==> src/rtl/imem_loader_pkg.sv <==
// Shared types and constants for the boot-time instruction memory loader.
package imem_loader_pkg;

  localparam int ADDR_W    = 11;
  localparam int MEM_BYTES = 2 ** ADDR_W;

  typedef enum logic [2:0] {
    IDLE   = 3'd0,
    LEN_LO = 3'd1,
    LEN_HI = 3'd2,
    DATA   = 3'd3,
    CSUM   = 3'd4,
    DONE   = 3'd5,
    ERROR  = 3'd6
  } state_e;

  typedef logic [1:0] err_t;

  localparam err_t ERR_NONE = 2'b00;
  localparam err_t ERR_LEN  = 2'b01;
  localparam err_t ERR_CSUM = 2'b10;

  function automatic logic is_rx_state(input state_e s);
    return (s == LEN_LO) || (s == LEN_HI) ||
           (s == DATA)   || (s == CSUM);
  endfunction

  function automatic logic is_idle_state(input state_e s);
    return (s == IDLE) || (s == DONE) || (s == ERROR);
  endfunction

endpackage

==> src/rtl/imem_loader_if.sv <==
// Byte stream in and byte write port out of the loader.
interface imem_loader_if #(
  parameter int AW = 11
);

  logic          i_rx_valid;
  logic [7:0]    i_rx_data;
  logic          o_rx_ready;
  logic          o_wr_en;
  logic [AW-1:0] o_wr_addr;
  logic [7:0]    o_wr_data;

  modport master (
    input  i_rx_valid,
    input  i_rx_data,
    output o_rx_ready,
    output o_wr_en,
    output o_wr_addr,
    output o_wr_data
  );

  modport slave (
    output i_rx_valid,
    output i_rx_data,
    input  o_rx_ready,
    input  o_wr_en,
    input  o_wr_addr,
    input  o_wr_data
  );

endinterface

==> src/rtl/imem_loader.sv <==
// Parses [len16 LE][payload][sum8] from a byte stream into
// instruction memory and holds the core in reset until verified.
module imem_loader
  import imem_loader_pkg::*;
#(
  parameter int ADDR_W    = 11,
  parameter int MEM_BYTES = 2 ** ADDR_W
) (
  input  logic            i_clk,
  input  logic            i_rst,
  input  logic            i_start,
  imem_loader_if.master   bus,
  output logic            o_busy,
  output logic            o_done,
  output logic [1:0]      o_err,
  output logic            o_cpu_rst,
  output logic [ADDR_W:0] o_byte_cnt
);

  state_e state_q;
  state_e state_d;

  logic [ADDR_W:0]   len_q;
  logic [ADDR_W:0]   len_d;
  logic [7:0]        sum_q;
  logic [7:0]        sum_d;
  logic [ADDR_W:0]   cnt_q;
  logic [ADDR_W:0]   cnt_d;
  err_t              err_q;
  err_t              err_d;

  logic              wr_en_q;
  logic              wr_en_d;
  logic [ADDR_W-1:0] wr_addr_q;
  logic [ADDR_W-1:0] wr_addr_d;
  logic [7:0]        wr_data_q;
  logic [7:0]        wr_data_d;

  logic              rx_ready;
  logic              accept;
  logic              load_req;
  logic [15:0]       len_full;
  logic [ADDR_W:0]   cnt_inc;

  assign rx_ready = is_rx_state(state_q);
  assign accept   = bus.i_rx_valid && rx_ready;
  assign load_req = i_start && is_idle_state(state_q);
  assign len_full = {bus.i_rx_data, len_q[7:0]};
  assign cnt_inc  = cnt_q + 1'b1;

  always_comb begin
    state_d   = state_q;
    len_d     = len_q;
    sum_d     = sum_q;
    cnt_d     = cnt_q;
    err_d     = err_q;
    wr_en_d   = 1'b0;
    wr_addr_d = wr_addr_q;
    wr_data_d = wr_data_q;

    if (load_req) begin
      state_d = LEN_LO;
      cnt_d   = '0;
      sum_d   = '0;
      err_d   = ERR_NONE;
    end

    unique case (state_q)
      LEN_LO: begin
        if (accept) begin
          len_d   = {{(ADDR_W-7){1'b0}}, bus.i_rx_data};
          state_d = LEN_HI;
        end
      end
      LEN_HI: begin
        if (accept) begin
          len_d = len_full[ADDR_W:0];
          if (len_full > 16'(MEM_BYTES)) begin
            state_d = ERROR;
            err_d   = ERR_LEN;
          end else if (len_full == 16'd0) begin
            state_d = CSUM;
          end else begin
            state_d = DATA;
          end
        end
      end
      DATA: begin
        if (accept) begin
          wr_en_d   = 1'b1;
          wr_addr_d = cnt_q[ADDR_W-1:0];
          wr_data_d = bus.i_rx_data;
          sum_d     = sum_q + bus.i_rx_data;
          cnt_d     = cnt_inc;
          if (cnt_inc == len_q) begin
            state_d = CSUM;
          end
        end
      end
      CSUM: begin
        if (accept) begin
          if (bus.i_rx_data == sum_q) begin
            state_d = DONE;
          end else begin
            state_d = ERROR;
            err_d   = ERR_CSUM;
          end
        end
      end
      default: ;
    endcase
  end

  // Synchronous reset also squashes a write registered this cycle.
  always_ff @(posedge i_clk) begin
    if (i_rst) begin
      state_q   <= IDLE;
      len_q     <= '0;
      sum_q     <= '0;
      cnt_q     <= '0;
      err_q     <= ERR_NONE;
      wr_en_q   <= 1'b0;
      wr_addr_q <= '0;
      wr_data_q <= '0;
    end else begin
      state_q   <= state_d;
      len_q     <= len_d;
      sum_q     <= sum_d;
      cnt_q     <= cnt_d;
      err_q     <= err_d;
      wr_en_q   <= wr_en_d;
      wr_addr_q <= wr_addr_d;
      wr_data_q <= wr_data_d;
    end
  end

  assign bus.o_rx_ready = rx_ready;
  assign bus.o_wr_en    = wr_en_q;
  assign bus.o_wr_addr  = wr_addr_q;
  assign bus.o_wr_data  = wr_data_q;

  assign o_busy     = rx_ready;
  assign o_done     = (state_q == DONE);
  assign o_cpu_rst  = (state_q != DONE);
  assign o_err      = err_q;
  assign o_byte_cnt = cnt_q;

endmodule

==> src/flat_wrapper.sv <==
// flat-port wrapper written by rule: the top's interface ports become plain ports
module imem_loader_flat import imem_loader_pkg::*;
#(
  parameter int ADDR_W    = 11,
  parameter int MEM_BYTES = 2 ** ADDR_W
)
  (i_clk, i_rst, i_start, o_busy, o_done, o_err, o_cpu_rst, o_byte_cnt, bus_i_rx_valid, bus_i_rx_data, bus_o_rx_ready, bus_o_wr_en, bus_o_wr_addr, bus_o_wr_data);
  imem_loader_if #(.AW((11))) bus_i ();
  input  logic i_clk;
  input  logic i_rst;
  input  logic i_start;
  output logic o_busy;
  output logic o_done;
  output logic [1:0] o_err;
  output logic o_cpu_rst;
  output logic [ADDR_W:0] o_byte_cnt;
  input wire logic [$bits(bus_i.i_rx_valid)-1:0] bus_i_rx_valid;
  input wire logic [$bits(bus_i.i_rx_data)-1:0] bus_i_rx_data;
  output wire logic [$bits(bus_i.o_rx_ready)-1:0] bus_o_rx_ready;
  output wire logic [$bits(bus_i.o_wr_en)-1:0] bus_o_wr_en;
  output wire logic [$bits(bus_i.o_wr_addr)-1:0] bus_o_wr_addr;
  output wire logic [$bits(bus_i.o_wr_data)-1:0] bus_o_wr_data;
  assign bus_i.i_rx_valid = bus_i_rx_valid;
  assign bus_i.i_rx_data = bus_i_rx_data;
  assign bus_o_rx_ready = bus_i.o_rx_ready;
  assign bus_o_wr_en = bus_i.o_wr_en;
  assign bus_o_wr_addr = bus_i.o_wr_addr;
  assign bus_o_wr_data = bus_i.o_wr_data;
  imem_loader #(.ADDR_W(ADDR_W), .MEM_BYTES(MEM_BYTES)) u_core (.i_clk(i_clk), .i_rst(i_rst), .i_start(i_start), .bus(bus_i), .o_busy(o_busy), .o_done(o_done), .o_err(o_err), .o_cpu_rst(o_cpu_rst), .o_byte_cnt(o_byte_cnt));
endmodule
==> config.mk <==
export PLATFORM = sky130hd
export DESIGN_NAME = imem_loader_flat
export DESIGN_NICKNAME = d
export VERILOG_FILES = /design/src/rtl/imem_loader_pkg.sv /design/src/rtl/imem_loader_if.sv /design/src/rtl/imem_loader.sv /design/src/flat_wrapper.sv
export SDC_FILE = /design/constraint.sdc
export NUM_CORES = 1
export LEC_CHECK = 0
export BUFFER_PORTS_ARGS = -buffer_cell sky130_fd_sc_hd__buf_2
export CORE_AREA = 4 4 96 120
export CTS_CLUSTER_DIAMETER = 200
export DETAILED_ROUTE_END_ITERATION = 16
export DIE_AREA = 0 0 100 124
export PLACE_DENSITY_LB_ADDON = 0.25
export SLEW_MARGIN = 25
export SYNTH_ARGS = -nofsm -noshare
export SYNTH_HDL_FRONTEND = slang
export SYNTH_SLANG_ARGS = --single-unit
==> constraint.sdc <==
create_clock -name i_clk -period 3.55 [get_ports i_clk]
set_input_delay 0.355 -clock i_clk [delete_from_list [all_inputs] [get_ports i_clk]]
set_output_delay 0.355 -clock i_clk [all_outputs]
set_load 0.01 [all_outputs]
After elaboration in Yosys (flattened, before gate mapping)
Cells that the tools add are included.

cells by class
  reductions and logical operators = 14
  $lt $le $gt $ge = 1
  mux-type cells = 26
  $add $sub $neg = 2
  eq/ne operators = 11
  bitwise gates (word level) = 2

operators by type and width
  kind                                                              count
  two-way mux 12 bit                                                5
  two-way mux 3 bit                                                 8
  two-way mux 8 bit                                                 3
  one-hot mux 12 bit (2 select lines)                               1
  greater-than comparator 16 x 12 -> 1 bit (second input constant)  1
  zero test 16 bit                                                  1
  adder 12 x 1 -> 12 bit (second input constant)                    1
  equality test 12 bit                                              1
  two-way mux 2 bit                                                 6
  one-hot mux 3 bit (4 select lines)                                1
  equality test 3 bit (second input constant)                       3
  adder 8 bit                                                       1
  equality test 8 bit                                               1
  equality test 3 x 2 -> 1 bit (second input constant)              2
  AND reduction 3 bit                                               2
  logical OR 1 bit                                                  5
  != test 2 x 1 -> 1 bit (second input constant)                    2
  one-hot mux 2 bit (2 select lines)                                1
  equality test 3 x 1 -> 1 bit (second input constant)              1
  zero test 3 bit                                                   1
  != test 3 bit (second input constant)                             1
  logical AND 1 bit                                                 2
  inverter 1 bit                                                    2
  AND reduction 2 bit                                               1
  3 further kinds                                                   3

storage, ports and cells
  logic and storage cells = 65
  bits in registers = 57
  output and inout bits = 38
  input port bits = 12

Depth between registers and ports, before layout
Gate-level depths: netlist of the first run.

  depth after elaboration = 8
  gate-level depth with buffers = 9
  depth with buffers taken out = 9

Worst setup path after synthesis of the first run
No wires, ideal clock.

  kind = reg-to-reg
  start point = register u_core.cnt_q[0], in the netlist u_core.o_byte_cnt[0]
  end point = register u_core.state_q[2]
  path buffers = 1
  data arrival time = 2.120 ns
  setup time = 0.080 ns
  stages on the path, launching flop included = 9
  required time = 3.470 ns
  clock period less this slack = 2.199 ns
  path slack = 1.351 ns
  cells stage by stage = dfxtp_1 ha_1 and3_1 buf_6 nand3b_4 a311oi_2 nand4b_1 or4_1 a211oi_2

on the way
  word-level cells in the longest chain between the ends = 5

ends and longest elaborated chain
  element                             RTL line            text
  from (decl)                         imem_loader.sv:27   logic [ADDR_W:0] cnt_q;
  from (signal assigned)              imem_loader.sv:129  cnt_q <= cnt_d;
  adder 12 x 1 -> 12 bit              imem_loader.sv:49   assign cnt_inc = cnt_q + 1'b1;
  equality test 12 bit                imem_loader.sv:95   if (cnt_inc == len_q) begin
  two-way mux 3 bit                   imem_loader.sv:95
  two-way mux 3 bit                   imem_loader.sv:89   if (accept) begin
  one-hot mux 3 bit (4 select lines)  imem_loader.sv:68   unique case (state_q)
  to (signal assigned)                imem_loader.sv:126  state_q <= state_d;
  to (decl)                           imem_loader.sv:20   state_e state_q;

Every way passes these cells.
A chain may end at the register's enable or synchronous reset.

Final worst setup path of the first run
Ends and elaborated chain as after synthesis.

==> qor.log, run 1 <==
qor: run_status.outcome complete, no violations
qor: detailed_routing.finalWirelength 8640 um
qor: floorplanning.io_pins 50
qor: synthesis.post_synth_instance_area 3060 sq um
qor: placed_design.globalplace.congestion 0.848
qor: synthesis.yosys.area.top_type_share 37.2%
qor: synthesis.yosysTopAreaCell dfxtp_1
qor: sta.peak_freq 0.395 GHz
qor: clock_network.cts.clk_slew.worst_paths 0.05 ns
qor: placed_design.io_buffer_count 49
qor: floorplanning.initial_core_util 29.3%
qor: sta.period_utilization 71.3%
qor: clock_network.cts.sink_count 57
qor: sta.clock_skew 0.00518 ns
qor: sta.rsz0062_at_grt false
qor: synthesis.post-synth-top-count-cell nand2_1
qor: clock_network.clock_tree.htree_level_count 3
qor: critical_path.timing.critical_path.fanout_max 9
qor: critical_path.cp_data_required_time 3.79 ns
qor: critical_path.cpPeakStageDelay 0.48 ns
qor: synthesis.synth-async-reset-ratio 0%
qor: clock_network.ctsLongestPathBuffers 2
qor: sta.timing_worst_slew_pin_value 0.812 ns
qor: critical_path.timing.critical_path.slowest_stage_cell dfxtp_1
qor: grt.pin_count_of_the_biggest_net_entering_global_routing 42
qor: sta.slew-limit-headroom 45.9%
qor: synthesis.postSynthRegisterBits 57
qor: clock_network.postCtsSetupBuffers 0
qor: power.power.leakage 1.45 nW
qor: floorplanning.die_h 124 um
qor: synthesis.synth_ff_type dfxtp_1
qor: clock_network.cts_hold_repair.buffers 0
qor: clock_network.cts_tree built
qor: run.max_cap_viol_count 0
qor: detailed_routing.dr.pass1.iters 5
qor: sta.finalSetupTns 0 ns
qor: power.power 1.83 mW
qor: critical_path.critical_path_buf_inv_count 0
qor: sta.timing.final.setup_violations 0
qor: synthesis.synth_seq_area_share 37.2%
qor: detailed_routing.dr.first_iter.drc_count 100
qor: clock_network.clock_tree_root_driver_cell clkbuf_16
qor: critical_path.worstPathCellList ha_1 > and3_1 > a211oi_1 > a311oi_2 > nand4b_1 > or4_1 > a211oi_2
qor: critical_path.crit_path_end_kind register
qor: placed_design.detailed_place.area 3370 sq um
qor: synthesis.synth_cells 387
qor: placed_design.placed_cells_incl_taps 546
qor: floorplanning.core_area 10,500 sq um
qor: cells_and_area.final_core_utilization 34.7%
qor: clock_network.clkLatencyLatePin 0.32 ns
qor: synthesis.netlist_top_cells_count nand2_1 (74), dfxtp_1 (57), a21oi_1 (37)
qor: critical_path.setup.worst_path.start_class register
qor: floorplanning.placementRows 42
qor: synthesis.mappedNetlistNets 408
qor: clock_network.post_cts.resized_instances 0
qor: critical_path.worstSetupPathType register to register
qor: detailed_routing.antenna_left 0
qor: detailed_routing.drt_drc_violations_left 0
qor: cells_and_area.final_net_count 446
qor: synthesis.synth_area_per_cell 7.92 sq um
qor: synthesis.netlist-cell-type-count 54
qor: worst_hold_path.holdCritPathClass input pin to register
qor: clock_network.numCtsBuffers 9
qor: grt.antenna_found_initial 0
qor: synthesis.post_synth_main_area_contributors dfxtp_1 (37%), nand2_1 (9.1%), a21oi_1 (6.0%), o21ai_0 (4.6%), ha_1 (3.3%)
qor: synthesis.yosysWarningCount 0
qor: cells_and_area.fin_cells 562
qor: power.ir_drop 234 uV
qor: grt.gr-total-overflow 0
qor: critical_path.critical_path.top_delay_family simple AND/OR/NAND/NOR gates
qor: synthesis.synth_enable_flop_cells 0
qor: placed_design.dp_hpwl 6230 um
qor: detailed_routing.wl_per_cell 15.4 um
qor: critical_path.critPathArrivalTime 2.77 ns
qor: cells_and_area.antenna_cells_inserted 0
qor: floorplanning.floorplan.die_area 12,400 sq um
qor: detailed_routing.via_count 2,846
qor: detailed_routing.drt-vias-per-instance 5.06
qor: sta.min_period 2.53 ns
qor: cells_and_area.fraction_of_layout_cells_with_a_size_suffix_above_1 17.4%
qor: grt.grt_pass1_vias 2,639
qor: grt.grt_pass1_wl 13,700 um
qor: grt.grt.total_usage 14.0%
qor: cells_and_area.area_delta_synth_final 18.5%
qor: cells_and_area.post-route-cell-area 3630 sq um
qor: power.p_per_area 503 nW/um^2
qor: sta.finalHoldViolations 0
qor: floorplanning.die_width 100 um
qor: sta.report.final.slew_viol_count 0
==> state kept, by name, indices dropped and copies added (netlist names) <==
| register | flops |
|---|---|
| u_core.len_q | 12 |
| u_core.o_byte_cnt | 12 |
| u_core.bus.o_wr_addr | 11 |
| u_core.bus.o_wr_data | 8 |
| u_core.sum_q | 8 |
| u_core.state_q | 3 |
| u_core.o_err | 2 |
| u_core.bus.o_wr_en | 1 |
==> layer usage <==
| metal | share of wire (%) | GRT usage, % | up-vias | routed length (um) |
|---|---|---|---|---|
| li1 | - | - | 1438 | - |
| met1 | 44 | 17.8 | 1316 | 3840 |
| met2 | 48 | 23.1 | 73 | 4160 |
| met3 | 5.0 | 2.58 | 19 | 434 |
| met4 | 2.5 | 5.98 | 0 | 213 |
| met5 | 0 | 0 | - | 0 |
==> final cells by class <==
type,instances,area (sq um)
repair buffers,53,275
well taps,132,165
flip-flops and latches,57,1140
clock inverters,4,20.0
multi-input cells,294,1750
clock buffers,12,236
inverters,10,37.5
fillers,1087,6830
==> cells by family (layout without fill, tap and decap cells) <==
family | Yosys count | in the layout | synth area share [%]
simple gates | 164 | 164 | 27.4
compound gates | 98 | 98 | 19.4
flops | 57 | 57 | 37.2
buf+inv | 36 | 79 | 5.51
xor+xnor | 22 | 22 | 6.29
fa+ha+maj | 9 | 9 | 3.92
mux | 1 | 1 | 0.327
==> cell usage in the layout, fill, tap and decap left out, drive strengths merged, types with 6 or more instances in the layout <==
| cell type | instances |
|---|---|
| nand2 | 74 |
| dfxtp | 57 |
| buf | 53 |
| a21oi | 37 |
| o21ai | 28 |
| nor2 | 18 |
| nand3 | 14 |
| clkbuf | 12 |
| xor2 | 11 |
| xnor2 | 11 |
| inv | 10 |
| nor2b | 10 |
| nor3 | 8 |
| ha | 8 |
| a31oi | 7 |
| nor4 | 6 |
==> stage by stage <==
step,hold slack [ns],setup WS (ns)
floorplan,0.429,1.35
global placement,0.438,1.10
detailed placement,0.444,1.04
CTS,0.321,1.00
global route,0.334,0.839
finish,0.328,1.02
==> final timing paths <==
kind | from | cells past startpoint | to | slack (ns)
worst max-delay path | u_core.o_byte_cnt[0] | 7 | u_core.state_q[2] | 1.02
worst min-delay path | bus_i_rx_data[6] | 3 | u_core.bus.o_wr_data[6] | 0.33
worst max register to register | u_core.o_byte_cnt[0] | 7 | u_core.state_q[2] | 1.02
worst min register to register | u_core.bus.o_wr_addr[5] | 2 | u_core.bus.o_wr_addr[5] | 0.45
==> power breakdown <==
| group | total (mW) | internal (mW) | switching [mW] |
|---|---|---|---|
| combinational | 0.354 | 0.134 | 0.220 |
| sequential | 0.721 | 0.673 | 0.0485 |
| clock | 0.752 | 0.467 | 0.286 |
| total | 1.83 | 1.27 | 0.554 |
==> worst register-to-register path, stage by stage, from the launching register on <==
cell      delay (ns)
dfxtp_1         0.48
ha_1            0.31
and3_1          0.37
a211oi_1        0.14
a311oi_2        0.26
nand4b_1        0.21
or4_1           0.46
a211oi_2        0.21
Power figures use the tool's default switching activity.
==> inputs of run 2 (changes only) <==
Clock period 3.55 ns to 2.4 ns, I/O delays scaled along.
==> run 2 against run 1 <==
Net effect: design area grew 5.3%; highest routed layer unchanged; largest cell class unchanged; flip-flop and latch count is the same; critical path type unchanged; cell count is 3.4% higher; critical path depth unchanged; largest power group unchanged; total power increased by 57%; maximum frequency up 13%.
==> qor.log, run 2 (synthesized netlist as in run 1, its figures left out) <==
qor: sta.timing_worst_slew_pin_value 0.718 ns
qor: cells_and_area.layout.cells.most_common_list nand2_1 (74), dfxtp_1 (57), buf_2 (49)
qor: critical_path.timing.critical_path.fanout_max 6
qor: sta.min_period 2.24 ns
qor: clock_network.cts.sink_count 57
qor: critical_path.worst_r2r_startpoint u_core.o_byte_cnt[0]
qor: critical_path.r2r_setup_slack 0.16 ns
qor: sta.report.final.slew_viol_count 0
qor: placed_design.dp_hpwl 6430 um
qor: placed_design.io_buffer_count 49
qor: run_status.outcome complete, no violations
qor: detailed_routing.finalWirelength 8790 um
qor: critical_path.critPathArrivalTime 2.49 ns
qor: detailed_routing.via_count 2,955
qor: sta.period_utilization 93.4%
qor: clock_network.ctsLongestPathBuffers 2
qor: clock_network.clock_tree_root_driver_cell clkbuf_16
qor: critical_path.cp_data_required_time 2.65 ns
qor: detailed_routing.drt_drc_violations_left 0
qor: grt.grt_pass1_wl 14,100 um
qor: cells_and_area.fin_cells 581
qor: cells_and_area.layout.cells.most_common nand2_1
qor: power.power.leakage 1.56 nW
qor: detailed_routing.wl_per_cell 15.1 um
qor: sta.finalSetupTns 0 ns
qor: floorplanning.die_h 124 um
qor: floorplanning.placementRows 42
qor: grt.grt.total_usage 14.4%
qor: detailed_routing.dr.pass1.iters 4
qor: floorplanning.die_width 100 um
qor: cells_and_area.fillers 1,103
qor: sta.timing.final.setup_violations 0
qor: sta.slew-limit-headroom 52.1%
qor: critical_path.worstSetupPathType register to register
qor: sta.clock_skew 0.00832 ns
qor: placed_design.globalplace.congestion 0.832
qor: clock_network.postCtsSetupBuffers 0
qor: floorplanning.core_area 10,500 sq um
qor: power.ir_drop 294 uV
qor: clock_network.cts.clk_slew.worst_paths 0.05 ns
qor: worst_hold_path.holdCritPathClass input pin to register
qor: sta.peak_freq 0.446 GHz
qor: placed_design.placed_cells_incl_taps 566
qor: cells_and_area.fraction_of_layout_cells_with_a_size_suffix_above_1 21.6%
qor: clock_network.clkLatencyLatePin 0.32 ns
qor: critical_path.setup.worst_path.start_class register
qor: floorplanning.initial_core_util 29.3%
qor: critical_path.crit_start u_core.o_byte_cnt[0]
qor: sta.finalHoldViolations 0
qor: clock_network.cts_tree built
qor: floorplanning.io_pins 50
qor: cells_and_area.area_delta_synth_final 24.7%
qor: grt.grt_pass1_vias 2,810
qor: power.p_per_area 753 nW/um^2
qor: grt.antenna_found_initial 0
qor: cells_and_area.antenna_cells_inserted 0
qor: critical_path.critPathCapture u_core.state_q[2]
qor: clock_network.clock_tree.htree_level_count 3
qor: clock_network.numCtsBuffers 9
qor: critical_path.reg2reg_depth 7
qor: critical_path.worstReg2RegEnd u_core.state_q[2]
qor: detailed_routing.antenna_left 0
qor: detailed_routing.drt-vias-per-instance 5.09
qor: sta.rsz0062_at_grt false
qor: critical_path.crit_path_end_kind register
qor: detailed_routing.dr.first_iter.drc_count 181
qor: grt.gr-total-overflow 0
qor: floorplanning.floorplan.die_area 12,400 sq um
qor: run.max_cap_viol_count 0
qor: grt.pin_count_of_the_biggest_net_entering_global_routing 23
qor: cells_and_area.final_net_count 466
-- run 2: cell count changes in the layout (fill, tap and decap cells not counted), sizes merged --
| cell | delta |
|---|---|
| clkbuf | -2 |
| clkinv | -3 |
| buf | +20 |
| clkinvlp | +3 |
| bufinv | +1 |
-- run 2: worst min path at each step --
stage,startpoint,to,slack (ns),cells past startpoint
finish,bus_i_rx_data[6],u_core.len_q[6],0.21,3
global route,bus_i_rx_data[5],u_core.len_q[5],0.21,3
CTS,bus_i_rx_data[6],u_core.len_q[6],0.20,3
detailed placement,u_core.bus.o_wr_addr[6],u_core.bus.o_wr_addr[6],0.44,2
global placement,u_core.bus.o_wr_addr[8],u_core.bus.o_wr_addr[8],0.44,2
floorplan,bus_i_rx_data[0],u_core.len_q[0],0.38,2
-- run 2: area by class of cell --
| cell class | instances | area (sq um) | share of cell area [%] |
|---|---|---|---|
| clock inverters | 5 | 57.6 | 1.51 |
| well taps | 132 | 165 | 4.32 |
| flip-flops and latches | 57 | 1140 | 29.9 |
| multi-input cells | 294 | 1770 | 46.2 |
| repair buffers | 73 | 425 | 11.1 |
| inverters | 10 | 37.5 | 0.982 |
| clock buffers | 10 | 229 | 5.99 |
-- run 2: metal layers --
metal / routed length, um / global-route usage (%) / part of all wire [%] / up-vias
li1: - / - / - / 1479
met1: 3950 / 18.3 / 45 / 1390
met2: 4200 / 23.6 / 48 / 68
met3: 422 / 3.42 / 4.8 / 18
met4: 214 / 5.73 / 2.4 / 0
met5: 0 / 0 / 0 / -
-- run 2: where the power goes --
part | leakage, nW | switching [mW] | total [mW] | internal (mW)
clock network | 0.131 | 0.441 | 1.24 | 0.794
registers | 0.460 | 0.0580 | 1.05 | 0.994
logic | 0.967 | 0.349 | 0.589 | 0.240
-- run 2: critical path: stages, from the launching register on --
cell      delay, ns
dfxtp_1        0.33
ha_1           0.24
and3_1         0.36
a211oi_1       0.14
a311oi_2       0.26
nand4b_1       0.18
or4_1          0.45
a211oi_2       0.22
-- run 2: through the flow --
stage	cell area, sq um	setup WS [ns]	power, mW	hold WS [ns]	utilization, %
floorplan	3060	0.201	1.46	0.376	-
global placement	3520	0.157	1.65	0.440	33.7
detailed placement	3520	0.138	1.65	0.444	33.7
CTS	3810	0.131	2.90	0.200	36.4
global route	3820	0.0143	3.02	0.211	36.5
finish	3820	0.159	2.88	0.205	36.5
-- run 2: what timing repair did --
action                                  in CTS  in global routing
endpoints found under the setup margin       0                  1
hold buffers                                 0                  0
gates resized for setup                      0                  1
